`src/rtl/bin_sched.sv`:
```
// bin_sched: walks the bins of a partitioned CNF in order, sequencing
// load, core solve, store-back and cross-bin backtrack for each bin, and
// reports the global SAT/UNSAT verdict. Sole master of the core start/done
// handshake. All outputs are registered.
//
// state     | meaning
// ----------+-----------------------------------------------------------
// IDLE      | waiting for start_i; verdict outputs hold last result
// LOAD      | loading cur_bin_o, waiting for done_load_i
// CORE      | core solving cur_bin_o, waiting for done_core_i
// STORE     | writing back cur_bin_o, then choosing next bin / verdict
// BKT       | cross-bin backtrack to bkt_bin_o, waiting for done_bkt_i
// FIN_SAT   | one cycle: publish SAT and pulse done_o
// FIN_UNSAT | one cycle: publish UNSAT and pulse done_o
module bin_sched #(
    parameter int WIDTH_BIN_ID = 10,
    parameter int WIDTH_CNT    = 16
) (
    input  logic                    clk,
    input  logic                    rst,
    input  logic                    start_i,
    input  logic [WIDTH_BIN_ID-1:0] num_bins_i,
    output logic                    busy_o,
    output logic                    done_o,
    output logic                    sat_o,
    output logic                    unsat_o,
    output logic                    err_o,
    output logic [WIDTH_BIN_ID-1:0] cur_bin_o,
    output logic                    start_load_o,
    input  logic                    done_load_i,
    output logic                    start_core_o,
    input  logic                    done_core_i,
    input  logic                    sat_i,
    input  logic                    unsat_i,
    input  logic [WIDTH_BIN_ID-1:0] bkt_bin_i,
    input  logic                    root_conflict_i,
    output logic                    start_store_o,
    input  logic                    done_store_i,
    output logic                    start_bkt_o,
    output logic [WIDTH_BIN_ID-1:0] bkt_bin_o,
    input  logic                    done_bkt_i,
    output logic [WIDTH_CNT-1:0]    load_cnt_o
);

    typedef enum logic [2:0] {
        S_IDLE, S_LOAD, S_CORE, S_STORE, S_BKT, S_FIN_SAT, S_FIN_UNSAT
    } state_t;

    state_t                  state, state_nxt;
    logic [WIDTH_BIN_ID-1:0] num_bins_r;
    logic                    res_sat;
    logic                    res_root;
    logic                    core_sat;
    logic                    core_bad;
    logic                    last_bin;
    logic                    bkt_illegal;

    // Core answer is only trustworthy when exactly one of sat_i/unsat_i is set.
    assign core_sat    = sat_i & ~unsat_i;
    assign core_bad    = ~(sat_i ^ unsat_i);
    // num_bins_r is at least 1 whenever STORE is reached, so this never wraps.
    assign last_bin    = (cur_bin_o == num_bins_r - WIDTH_BIN_ID'(1));
    assign bkt_illegal = (bkt_bin_o >= cur_bin_o);

    // Next-state decode.
    always_comb begin
        state_nxt = state;
        case (state)
            S_IDLE:  if (start_i) state_nxt = (num_bins_i == '0) ? S_FIN_SAT : S_LOAD;
            S_LOAD:  if (done_load_i) state_nxt = S_CORE;
            S_CORE:  if (done_core_i) state_nxt = S_STORE;
            S_STORE: begin
                if (done_store_i) begin
                    if (res_sat)                        state_nxt = last_bin ? S_FIN_SAT : S_LOAD;
                    else if (res_root || bkt_illegal)   state_nxt = S_FIN_UNSAT;
                    else                                state_nxt = S_BKT;
                end
            end
            S_BKT:       if (done_bkt_i) state_nxt = S_LOAD;
            S_FIN_SAT:   state_nxt = S_IDLE;
            S_FIN_UNSAT: state_nxt = S_IDLE;
            default:     state_nxt = S_IDLE;
        endcase
    end

    // State register.
    always_ff @(posedge clk) begin
        if (!rst) state <= S_IDLE;
        else      state <= state_nxt;
    end

    // Registered outputs, request strobes on state entry, and bin/result bookkeeping.
    always_ff @(posedge clk) begin
        if (!rst) begin
            busy_o        <= 1'b0;
            done_o        <= 1'b0;
            sat_o         <= 1'b0;
            unsat_o       <= 1'b0;
            err_o         <= 1'b0;
            cur_bin_o     <= '0;
            bkt_bin_o     <= '0;
            load_cnt_o    <= '0;
            start_load_o  <= 1'b0;
            start_core_o  <= 1'b0;
            start_store_o <= 1'b0;
            start_bkt_o   <= 1'b0;
            num_bins_r    <= '0;
            res_sat       <= 1'b0;
            res_root      <= 1'b0;
        end else begin
            busy_o        <= (state_nxt != S_IDLE);
            done_o        <= (state == S_FIN_SAT) || (state == S_FIN_UNSAT);
            start_load_o  <= (state_nxt == S_LOAD)  && (state != S_LOAD);
            start_core_o  <= (state_nxt == S_CORE)  && (state != S_CORE);
            start_store_o <= (state_nxt == S_STORE) && (state != S_STORE);
            start_bkt_o   <= (state_nxt == S_BKT)   && (state != S_BKT);
            case (state)
                S_IDLE: begin
                    if (start_i) begin
                        sat_o      <= 1'b0;
                        unsat_o    <= 1'b0;
                        err_o      <= 1'b0;
                        load_cnt_o <= '0;
                        cur_bin_o  <= '0;
                        num_bins_r <= num_bins_i;
                    end
                end
                S_LOAD: begin
                    if (done_load_i && (load_cnt_o != '1))
                        load_cnt_o <= load_cnt_o + WIDTH_CNT'(1);
                end
                S_CORE: begin
                    if (done_core_i) begin
                        bkt_bin_o <= bkt_bin_i;
                        res_sat   <= core_sat;
                        // An inconsistent answer is treated as a root-level conflict.
                        res_root  <= core_bad | root_conflict_i;
                        if (core_bad) err_o <= 1'b1;
                    end
                end
                S_STORE: begin
                    if (done_store_i) begin
                        if (res_sat && !last_bin)
                            cur_bin_o <= cur_bin_o + WIDTH_BIN_ID'(1);
                        else if (!res_sat && !res_root && bkt_illegal)
                            err_o <= 1'b1;
                    end
                end
                S_BKT: begin
                    if (done_bkt_i) cur_bin_o <= bkt_bin_o;
                end
                S_FIN_SAT: begin
                    sat_o   <= 1'b1;
                    unsat_o <= 1'b0;
                end
                S_FIN_UNSAT: begin
                    unsat_o <= 1'b1;
                    sat_o   <= 1'b0;
                end
                default: ;
            endcase
        end
    end

endmodule

```
`config.mk`:
```
export PLATFORM = sky130hd
export DESIGN_NAME = bin_sched
export DESIGN_NICKNAME = d
export VERILOG_FILES = /design/src/rtl/bin_sched.sv
export SDC_FILE = /design/constraint.sdc
export NUM_CORES = 1
export LEC_CHECK = 0
export CORE_MARGIN = 2
export CORE_UTILIZATION = 40
export CTS_CLUSTER_DIAMETER = 40
export DETAILED_ROUTE_END_ITERATION = 16
export DONT_BUFFER_PORTS = 1
export GPL_TIMING_DRIVEN = 0
export PLACE_DENSITY = 0.52
export SLEW_MARGIN = 25
export SYNTH_ARGS = -nofsm -noshare
export SYNTH_HDL_FRONTEND = slang
export SYNTH_SLANG_ARGS = --single-unit
```
`constraint.sdc`:
```
create_clock -name clk -period 2.3 [get_ports clk]
set_input_delay 0.345 -clock clk [delete_from_list [all_inputs] [get_ports clk]]
set_output_delay 0.345 -clock clk [all_outputs]
set_load 0.02 [all_outputs]
```
### After elaboration in Yosys (flattened, before gate mapping)

Cells that the tools add are included.
W data, S select, Z words.

| operators by class | value |
|---|---|
| equality and inequality tests | 25 |
| reduce and logical (&&, ||, !) cells | 26 |
| shifts and indexed selects | 0 |
| muxes and demuxes | 27 |
| add/sub/neg operators | 3 |
| $mul | 0 |
| magnitude comparators | 1 |
| bitwise operators | 5 |
| divide/modulo/power cells | 0 |

Operators with widths:

| cell | count |
|---|---|
| $mux W10 | 4 |
| $mux W16 | 2 |
| $pmux W16 S2 | 1 |
| $pmux W10 S3 | 1 |
| $mux W3 | 8 |
| $ne A2 B2 Y1 const B | 9 |
| $add A16 B1 Y16 const B | 1 |
| $ne A16 B16 Y1 const B | 1 |
| $pmux W3 S5 | 1 |
| $eq A3 B2 Y1 const B | 4 |
| $eq A3 B3 Y1 const B | 4 |
| $reduce_bool A3 Y1 | 4 |
| $add A10 B1 Y10 const B | 1 |
| $eq A10 B10 Y1 | 1 |
| $ge A10 B10 Y1 | 1 |
| $logic_not A10 Y1 | 1 |
| $sub A10 B1 Y10 const B | 1 |
| $pmux W1 S3 | 3 |
| $logic_and A1 B1 Y1 | 8 |
| $reduce_and A7 Y1 | 1 |
| $eq A3 B1 Y1 const B | 2 |
| $mux W1 | 6 |
| $ne A3 B2 Y1 const B | 2 |
| $reduce_and A2 Y1 | 3 |
| other kinds (13) | 17 |

| word-level totals | value |
|---|---|
| bits in read-only memories | 0 |
| bits in registers | 60 |
| output and inout port bits | 45 |
| latch bits | 0 |
| memory bits (writable) | 0 |
| memories | 0 |
| word-level logic and storage cells | 103 |

### Depth between registers and ports, before layout

Gate-level depths: netlist (run 1).

| logic depth | value |
|---|---|
| word-level depth | 8 |
| mapped depth | 10 |
| depth with buffers taken out | 8 |

### Least setup slack after synthesis (run 1)

No wires, ideal clock.

| path | value |
|---|---|
| path kind | register to register |
| start | reg num_bins_r[0] |
| end | reg cur_bin_o[0] |
| period minus slack after synthesis | 2.232 ns |
| library setup time | 0.072 ns |
| path slack | 0.068 ns |
| data arrival time | 2.160 ns |
| cell stages (with the launch flop) | 9 |
| cell sequence | dfxtp_1 > buf_6 > or4_4 > nor2_1 > nand4_1 > a2111oi_4 > o21a_1 > buf_6 > mux2i_1 |

| between the ends | value |
|---|---|
| longest elaborated chain between the ends | 6 |

Ends and longest elaborated chain:

| what | line | source |
|---|---|---|
| start, declared | 50 | `logic [WIDTH_BIN_ID-1:0] num_bins_r;` |
| start signal, assigned | 125 | `num_bins_r <= num_bins_i;` |
| $sub A10 B1 Y10 | 62 | `assign last_bin = (cur_bin_o == num_bins_r - WIDTH_BIN_ID'(1));` |
| $eq A10 B10 Y1 | 62 |  |
| $logic_not A1 Y1 | 143 | `if (res_sat && !last_bin)` |
| $logic_and A1 B1 Y1 | 143 |  |
| $ne A2 B2 Y1 (no source line) | n/a |  |
| $reduce_and A5 Y1 (no source line) | n/a |  |
| end signal, assigned | 144 | `cur_bin_o <= cur_bin_o + WIDTH_BIN_ID'(1);` |
| end signal, assigned | 150 | `if (done_bkt_i) cur_bin_o <= bkt_bin_o;` |
| end, declared | 28 | `output logic [WIDTH_BIN_ID-1:0] cur_bin_o,` |

No other way between the ends.
A chain may end at the register's enable or synchronous reset.

### Worst setup path after layout (run 1)

| path | value |
|---|---|
| start | reg num_bins_r[1] |
| end | reg cur_bin_o[1] |

Same word-level chain as after synthesis.

==> results.md, run 1 <==
Run status:
- The run finished, with violations left.
- The checks that failed: negative setup slack.

Setup path:
- The critical path goes through or4_4, a2111oi_4, nor2_2, a2111oi_4, buf_4, o21a_1, buf_6, mux2i_1.
- The cell family with the largest share of critical-path delay is compound AO/OA/AOI/OAI gates.
- The kind of end point of the critical path is a flip-flop.
- Along the worst path, the maximum fanout reaches 5.
- The startpoint type of the worst setup path is a flip-flop.
- The critical path is of the reg2reg type.
- The number of buffer and inverter stages on the critical path is 2.
- At the worst endpoint, the required time is 2.58 ns.
- The standard cell with the maximum stage delay on the critical path is or4_4.
- The arrival time at the worst endpoint is roughly 2.7 ns.
- Counting stages on the worst path, the most repeated cell is a2111oi_4.
- For this run, the slowest stage of the critical path takes about 0.55 ns.

Route:
- The routed layout has about 3200 vias.
- In this run the remaining antenna-violating nets after routing total 0.
- The first-iteration detailed-routing DRC count is ~120.
- In the routed layout, each cell is associated on average with a via count of around 5.7.
- The DRC violation count after routing is 0.
- The final wirelength is 9910 um.
- After detailed routing, the average wire length per cell comes to about 18 um.
- The length of the first detailed-routing pass in iterations is 4.

Global route:
- The final global-route overflow total is 0.
- The initial antenna violation count was 0.
- Entering global routing, the biggest net connects 13 pins.
- The global-route wire length before repair is ~16000 um.
- The total track usage is roughly 22%.
- The number of global-route vias before repair came to roughly 3100.

Yosys:
- The area of the mapped netlist is around 3400 um2.
- Dividing the synthesized area by the synthesized cell count gives approximately 8 um2.
- The dominant synthesized flop cell is dfxtp_1.
- Synthesis produced a netlist with a net count of 477.
- The synthesized netlist devotes around a fifth of its cell area to compound gates.
- The sequential element share of the synthesized area is between 30% and 40%.
- The top-area cell type share of the netlist area is around a third.
- The leading area contributor after synthesis is dfxtp_1.
- In the synthesized netlist the async set-or-reset flop fraction comes to 0%.
- The post-synthesis xor/xnor area fraction is 7.46%.
- The most repeated cell in the gate-level netlist after synthesis is nand2_1.
- The simple-gate area share of the yosys netlist is between 20% and 30%.
- Yosys printed 0 warnings.
- In the post-synthesis netlist, the biggest area contributors are dfxtp_1 35%, nand2_1 9.0%, a21oi_1 5.6%.
- The number of synthesized register bits is 60.
- The mux contribution to synthesized area is 2.06%.
- The post-synthesis cell type count is between 50 and 60.
- The dominant combinational cell family by area after synthesis is simple AND/OR/NAND/NOR gates.
- Counting every instance in the synthesized netlist gives roughly 430.
- The commonest cells after synthesis are 82 x nand2_1, 60 x dfxtp_1, 38 x a21oi_1.
- Yosys mapped a number of flops with a built-in enable equal to 0.
- After Yosys synthesis, full adders, half adders and majority gates account for 5.14% of the synthesized area.

Power and ir drop:
- In this run the power spent charging and discharging nets is approximately 780 uW.
- Per report_power, the clock group accounts for a little under half of the total.
- The total power divided by cell area is a little under 700 nW/um2.
- Net switching is between 20% and 30% of the power.
- The maximum ir drop on the vdd rail is ~0.00037 V.
- Cell internal power was estimated by the tool at between 2 and 2.5 mW.
- Sequential cells account for about two fifths of the total power.
- The share of power burned in combinational logic is ~15%.
- The leakage dissipation is about 1.4 nW.
- The overall power is between 2 and 3 mW.

Cells and area:
- From synthesis to final layout, the design area changed by 22.1%.
- Once layout is complete, the utilization of the core stands at between 50% and 60%.
- The final-stage net count is between 400 and 500.
- Counting the fill cells in the layout gives around 800.
- In the final layout, the share of cells above drive strength 1 is between 15 and 20%.
- The number of antenna diodes in the final layout is 0.

Clocking:
- The clock sink total is 60.
- For this design, the CTS-stage hold fixing added 0 buffers.
- The clock buffer count from CTS is 9.
- Clock latency on the worst-skew pair, taken at its later pin, is about 0.35 ns.
- The H-tree depth is 3.
- The root buffer cell chosen for the clock tree is clkbuf_8.
- The clock tree buffer depth is 2.
- The TritonCTS clock tree is yes.
- After clock tree synthesis, the clock-pin slew on the worst setup and hold paths is approximately 0.080 ns.

Hold path:
- The type of the most critical hold path is in2reg.

Timing:
- The maximum clock frequency is between 400 and 500 MHz.
- The sum of negative setup slack is -0.812 ns.
- The hold violation count in the final report is 0.
- The worst hold slack is roughly 0.11 ns.
- Counting I/O delays and the setup requirement, the final critical path takes 2.41 ns.
- In this run the tightest slew margin relative to its limit is 51.2%.
- The worst clock skew on the final layout is 0.0104 ns.
- Setup repair after global routing could not meet its margin everywhere.
- The smallest setup slack after layout is -0.112 ns.
- Setup violations remaining at the end of the flow were counted as 12.
- The final number of max-transition violations is 0.
- The slew of the pin with the lowest slew margin is ~0.73 ns.
- Dividing the final minimum period by the clock period gives 105%.

Place:
- The number of buffers added on ports is 0.
- Before CTS, the worst setup slack after placement is -0.231 ns.
- The HPWL after detailed placement is ~7000 um.
- The final RePlAce weighted congestion is 0.797.

Floorplanning:
- The initial utilization of the core area, before any placement, comes to between 40 and 50%.
- In this run the horizontal extent of the chip is between 90 and 100 um.
- The standard cell core area is 8220 um2.
- In this run the vertical extent of the chip is 96.3 um.
- The number of top-level pins is between 70 and 80.
- After floorplanning, the core was divided into 33 placement rows.
- The floorplan step defined a die boundary enclosing 9270 um2.

Job:
- The total of max-cap violations is 0.
## area by class of cell
| class | count | area [um2] | share of cell area, % |
|---|---|---|---|
| clock buffers | 9 | 124 | 2.98 |
| inverters | 24 | 90.1 | 2.17 |
| flip-flops and latches | 60 | 1230 | 29.5 |
| clock inverters | 7 | 145 | 3.49 |
| multi-input cells | 328 | 2290 | 55.0 |
| repair buffers | 9 | 71.3 | 1.71 |
| well taps | 105 | 131 | 3.16 |
| plain buffers | 18 | 83.8 | 2.02 |
## registers in the layout (all words and copies together) (netlist names)
name / flops
start_bkt_o: 1
busy_o: 1
err_o: 1
sat_o: 1
bkt_bin_o: 10
res_root: 1
cur_bin_o: 10
res_sat: 1
done_o: 1
unsat_o: 1
load_cnt_o: 16
start_core_o: 1
start_store_o: 1
start_load_o: 1
num_bins_r: 10
state: 3
## layout by cell type (no fill, tap or decap), types with 3 or more instances in the layout
master | netlist | final
nand2_1 | 82 | 82
dfxtp_1 | 60 | 46
a21oi_1 | 38 | 36
nor2_1 | 28 | 27
inv_1 | 24 | 24
nand3_1 | 18 | 18
xnor2_1 | 16 | 16
ha_1 | 14 | 13
clkbuf_1 | 15 | 12
xor2_1 | 13 | 12
dfxtp_2 | 0 | 11
o21ai_0 | 10 | 10
buf_4 | 0 | 9
nand4_1 | 9 | 9
clkbuf_8 | 0 | 9
nor3_1 | 9 | 7
mux2i_1 | 7 | 7
nor2b_1 | 6 | 6
a2111oi_4 | 1 | 4
and3_1 | 4 | 4
nor4_1 | 8 | 4
o211ai_1 | 4 | 4
a211oi_1 | 4 | 4
a32o_1 | 4 | 4
bufinv_16 | 0 | 4
clkbuf_2 | 0 | 3
nor4_2 | 0 | 3
nand2b_1 | 3 | 3
or3_1 | 4 | 3
a21o_1 | 3 | 3
o32ai_2 | 0 | 3
dfxtp_4 | 0 | 3
## per-stage QoR
stage / area [um2] / instances
floorplan: 3410 / 433
global placement: 3540 / 538
detailed placement: 3540 / 538
CTS: 3960 / 556
global route: 4160 / 560
finish: 4160 / 560
## per-layer routing
layer / routed length, um / global-route usage (%) / up-vias
li1: - / - / 1566
met1: 4360 / 28.7 / 1514
met2: 4600 / 35.4 / 98
met3: 732 / 7.13 / 21
met4: 215 / 8.33 / 0
met5: 0 / 0 / -
## path summary, 6_finish.rpt
check / startpoint / to / slack, ns / cells after the start
max: num_bins_r[1] / cur_bin_o[1] / -0.11 / 8
min: num_bins_i[1] / num_bins_r[1] / 0.11 / 2
max reg2reg: num_bins_r[1] / cur_bin_o[1] / -0.11 / 8
min reg2reg: num_bins_r[9] / num_bins_r[9] / 0.49 / 2
## cells by family after synthesis
kind of cell,count (synthesis)
xor+xnor,29
simple gates,185
buf+inv,45
flops,60
compound gates,93
mux,7
fa+ha+maj,14
## timing repair
item / in CTS / in global routing
pin swaps: 6 / 13
gates cloned: 1 / 0
gates resized for setup: 27 / 38
setup buffers: 4 / 4
endpoints found under the setup margin: 27 / 34
## power by group through the flow
stage | Clock [mW] | Sequential [mW] | Combinational [mW]
floorplan | 0 | 1.14 | 0.276
finish | 1.31 | 1.13 | 0.417
CTS | 1.33 | 1.13 | 0.373
detailed placement | 0 | 1.15 | 0.346
global placement | 0 | 1.15 | 0.342
global route | 1.38 | 1.14 | 0.461
No activity file was read; power rests on OpenSTA's default activity.
==> run 2: changes to the inputs <==
GPL_TIMING_DRIVEN = 1   (was 0)
==> run 2 against run 1 <==
Against the previous run:
- the run now ends clean
- first-iteration DRC count rose by 42%
- clock-buffer cell count rose by 1
- worst setup slack improved by 0.13 ns
- cell count rose by 5.4%
- register-to-register slack improved by 0.13 ns
- utilization rose by 0.94 points
- via count rose by 0.31%
- die area did not move
- critical path depth fell by 1
- clock skew fell by 0.0045 ns
- sequential power barely moved
- combinational power rose by 2%
- largest power group is now sequential cells
==> results.md, run 2 (synthesized netlist as in run 1, its figures left out) <==
Floorplanning:
- The die covers ~9000 um2.
- The floorplan step set the die height to around 96 um.
- The initial utilization of the core area, before any placement, comes to 41.5%.
- In this run the horizontal extent of the chip is a little under 100 um.
- The standard cell core area is between 8000 and 9000 um2.
- The number of placement rows is 33.
- The number of top-level pins is 75.

Global route:
- The largest net degree at the start of global routing is 31.
- The global-route wire length before repair is approximately 16000 um.
- The number of global-route vias before repair was 3090.
- The initial antenna violation count is 0.
- For this run, the total global-route usage over all layers was measured as between 20% and 30%.
- The final global-route overflow total is 0.

Route:
- The detailed-route wire length per cell is between 15 and 20 um.
- Detailed routing inserted a total of 3209 vias.
- The detailed router finished its first iteration with 167 violations.
- The post-route antenna net violation count is 0.
- The final wirelength is between 9000 and 10000 um.
- The length of the first detailed-routing pass in iterations is 4.
- Dividing the detail-routed via count by the number of cells gives roughly 5.4.
- For this run, design rule violations remaining after detail routing come to 0.

Cells and area:
- More flip-flops sit in one register than any other, and that register is load_cnt_o.
- The number of flip-flops under the largest register name is 16.
- The number of antenna diodes in the final layout is 0.
- The library cell used most frequently in the layout, excluding fill and tap cells, is nand2_1.
- The final-stage net count is 524.
- In the layout the commonest cells are 82 x nand2_1, 56 x buf_4, 55 x dfxtp_1.
- The total of fill cells in the finished design is just under 800.
- Measured on the finished design, the core utilization comes to 51.6%.
- The post-route netlist has between 20% and 30% of its cells at a drive strength greater than 1.
- The area growth from synthesis to layout is 24.4%.

Clocking:
- CTS placed an instance of clkbuf_8 at the clock tree root.
- The clock insertion delay at the later pin of the skew report is roughly 0.35 ns.
- In this run the deepest clock path goes through 2 buffers.
- CTS built an H-tree with a depth of 3.
- The clock buffer count from CTS is 9.
- TritonCTS built the clock tree.
- The clock drives 60 sinks.
- Clock-pin slew was measured on the worst setup and hold paths at ~0.07 ns.
- The cts-stage hold buffer count is 0.

Timing:
- Of the available clock period, the critical path in the final layout requires between 90 and 100%.
- Once routing completed, OpenROAD measured the worst setup slack at ~0.021 ns.
- For the pin with the worst max-slew slack, the measured transition is around 0.97 ns.
- The final number of max-transition violations came to 0.
- The hold violation count in the final report came to 0.
- For the finished layout, the period the worst path requires is 2.28 ns.
- Headroom to the max-slew limit came out at a little over a third.
- The total setup violations reported at the end of the flow is 0.
- The maximum clock frequency is around 440 MHz.
- Setup repair after global routing could not meet its margin everywhere.
- For the final database, setup skew stands at roughly 0.006 ns.

Power and ir drop:
- Dividing total power by cell area gives a power density of around 600 nW/um2.
- The overall power is around 2.5 mW.
- In this run the static leakage power is 1.59 nW.
- The maximum ir drop on the vdd rail is 0.000415 V.

Setup path:
- The data required time of the critical path is 2.52 ns.
- The start of the worst register-to-register path is num_bins_r[1].
- The maximum fanout along the worst path is 6.
- The path type of the worst setup path is reg2reg.
- STA classifies the critical path endpoint as a flip-flop.
- STA puts the critical path data arrival time at around 2.5 ns.
- The startpoint of the worst setup timing path is num_bins_r[1].
- STA classifies the critical path startpoint as a flip-flop.

Place:
- The final RePlAce weighted congestion is about 0.8.
- The number of buffers added on ports is 0.
- The worst slack at placement is between 0.007 and 0.008 ns.
- The HPWL after detailed placement is ~7400 um.

Hold path:
- The tightest min-delay check is of the in2reg type.
- The startpoint identified for the worst hold timing path is rst.

Run status:
- The flow ran to the end, and the final reports show no timing, DRC or antenna violations.

Job:
- The total of max-cap violations is 0.
run 2: final timing paths:
path / endpoint / slack [ns] / cells past startpoint
setup / recovery: cur_bin_o[7] / 0.02 / 7
hold / removal: state[1] / 0.12 / 1
setup reg to reg: cur_bin_o[7] / 0.02 / 7
hold reg to reg: num_bins_r[9] / 0.48 / 2
run 2: what timing repair did:
item,in CTS,in global routing
buffers inserted,0,1
pin swaps,2,7
endpoints found under the setup margin,8,19
gates resized for setup,2,27
run 2: power breakdown:
part           internal (mW)  switching (mW)
registers               1.07          0.0431
clock network          0.527           0.443
logic                  0.181           0.243
total                   1.78           0.728
run 2: worst max-delay path, cell delays in order, from the launching register on:
cell	delay (ns)
dfxtp_4	0.36
or4_4	0.55
nor2_4	0.11
nand4_1	0.15
a2111oi_4	0.46
buf_4	0.20
a21oi_1	0.06
o32ai_1	0.26
run 2: metrics by stage:
stage / hold WS, ns / instance area [um2] / TNS, ns / instances
final: 0.115 / 4240 / 0 / 590
after detailed placement: 0.468 / 3870 / 0 / 573
after floorplan: 0.448 / 3410 / 0 / 433
after global placement: 0.464 / 3870 / 0 / 573
after global routing: 0.109 / 4240 / -0.322 / 590
after CTS: 0.109 / 4080 / 0 / 589
run 2: layout make-up:
class / instances / area, um2 / share of cell area, %
Clock inverter: 6 / 63.8 / 1.51
Inverter: 24 / 90.1 / 2.13
Sequential cell: 60 / 1210 / 28.6
Clock buffer: 10 / 138 / 3.25
Timing Repair Buffer: 57 / 440 / 10.4
Multi-Input combinational cell: 328 / 2160 / 51.1
Tap cell: 105 / 131 / 3.10
run 2: per-layer routing:
metal  global-route usage, %  vias up  share of wire, %
met2                    33.4      101                46
met3                    5.40       10               7.5
met4                    7.39        0              0.98
met5                       0        -                 0
li1                        -     1630                 -
met1                    30.7     1468                46
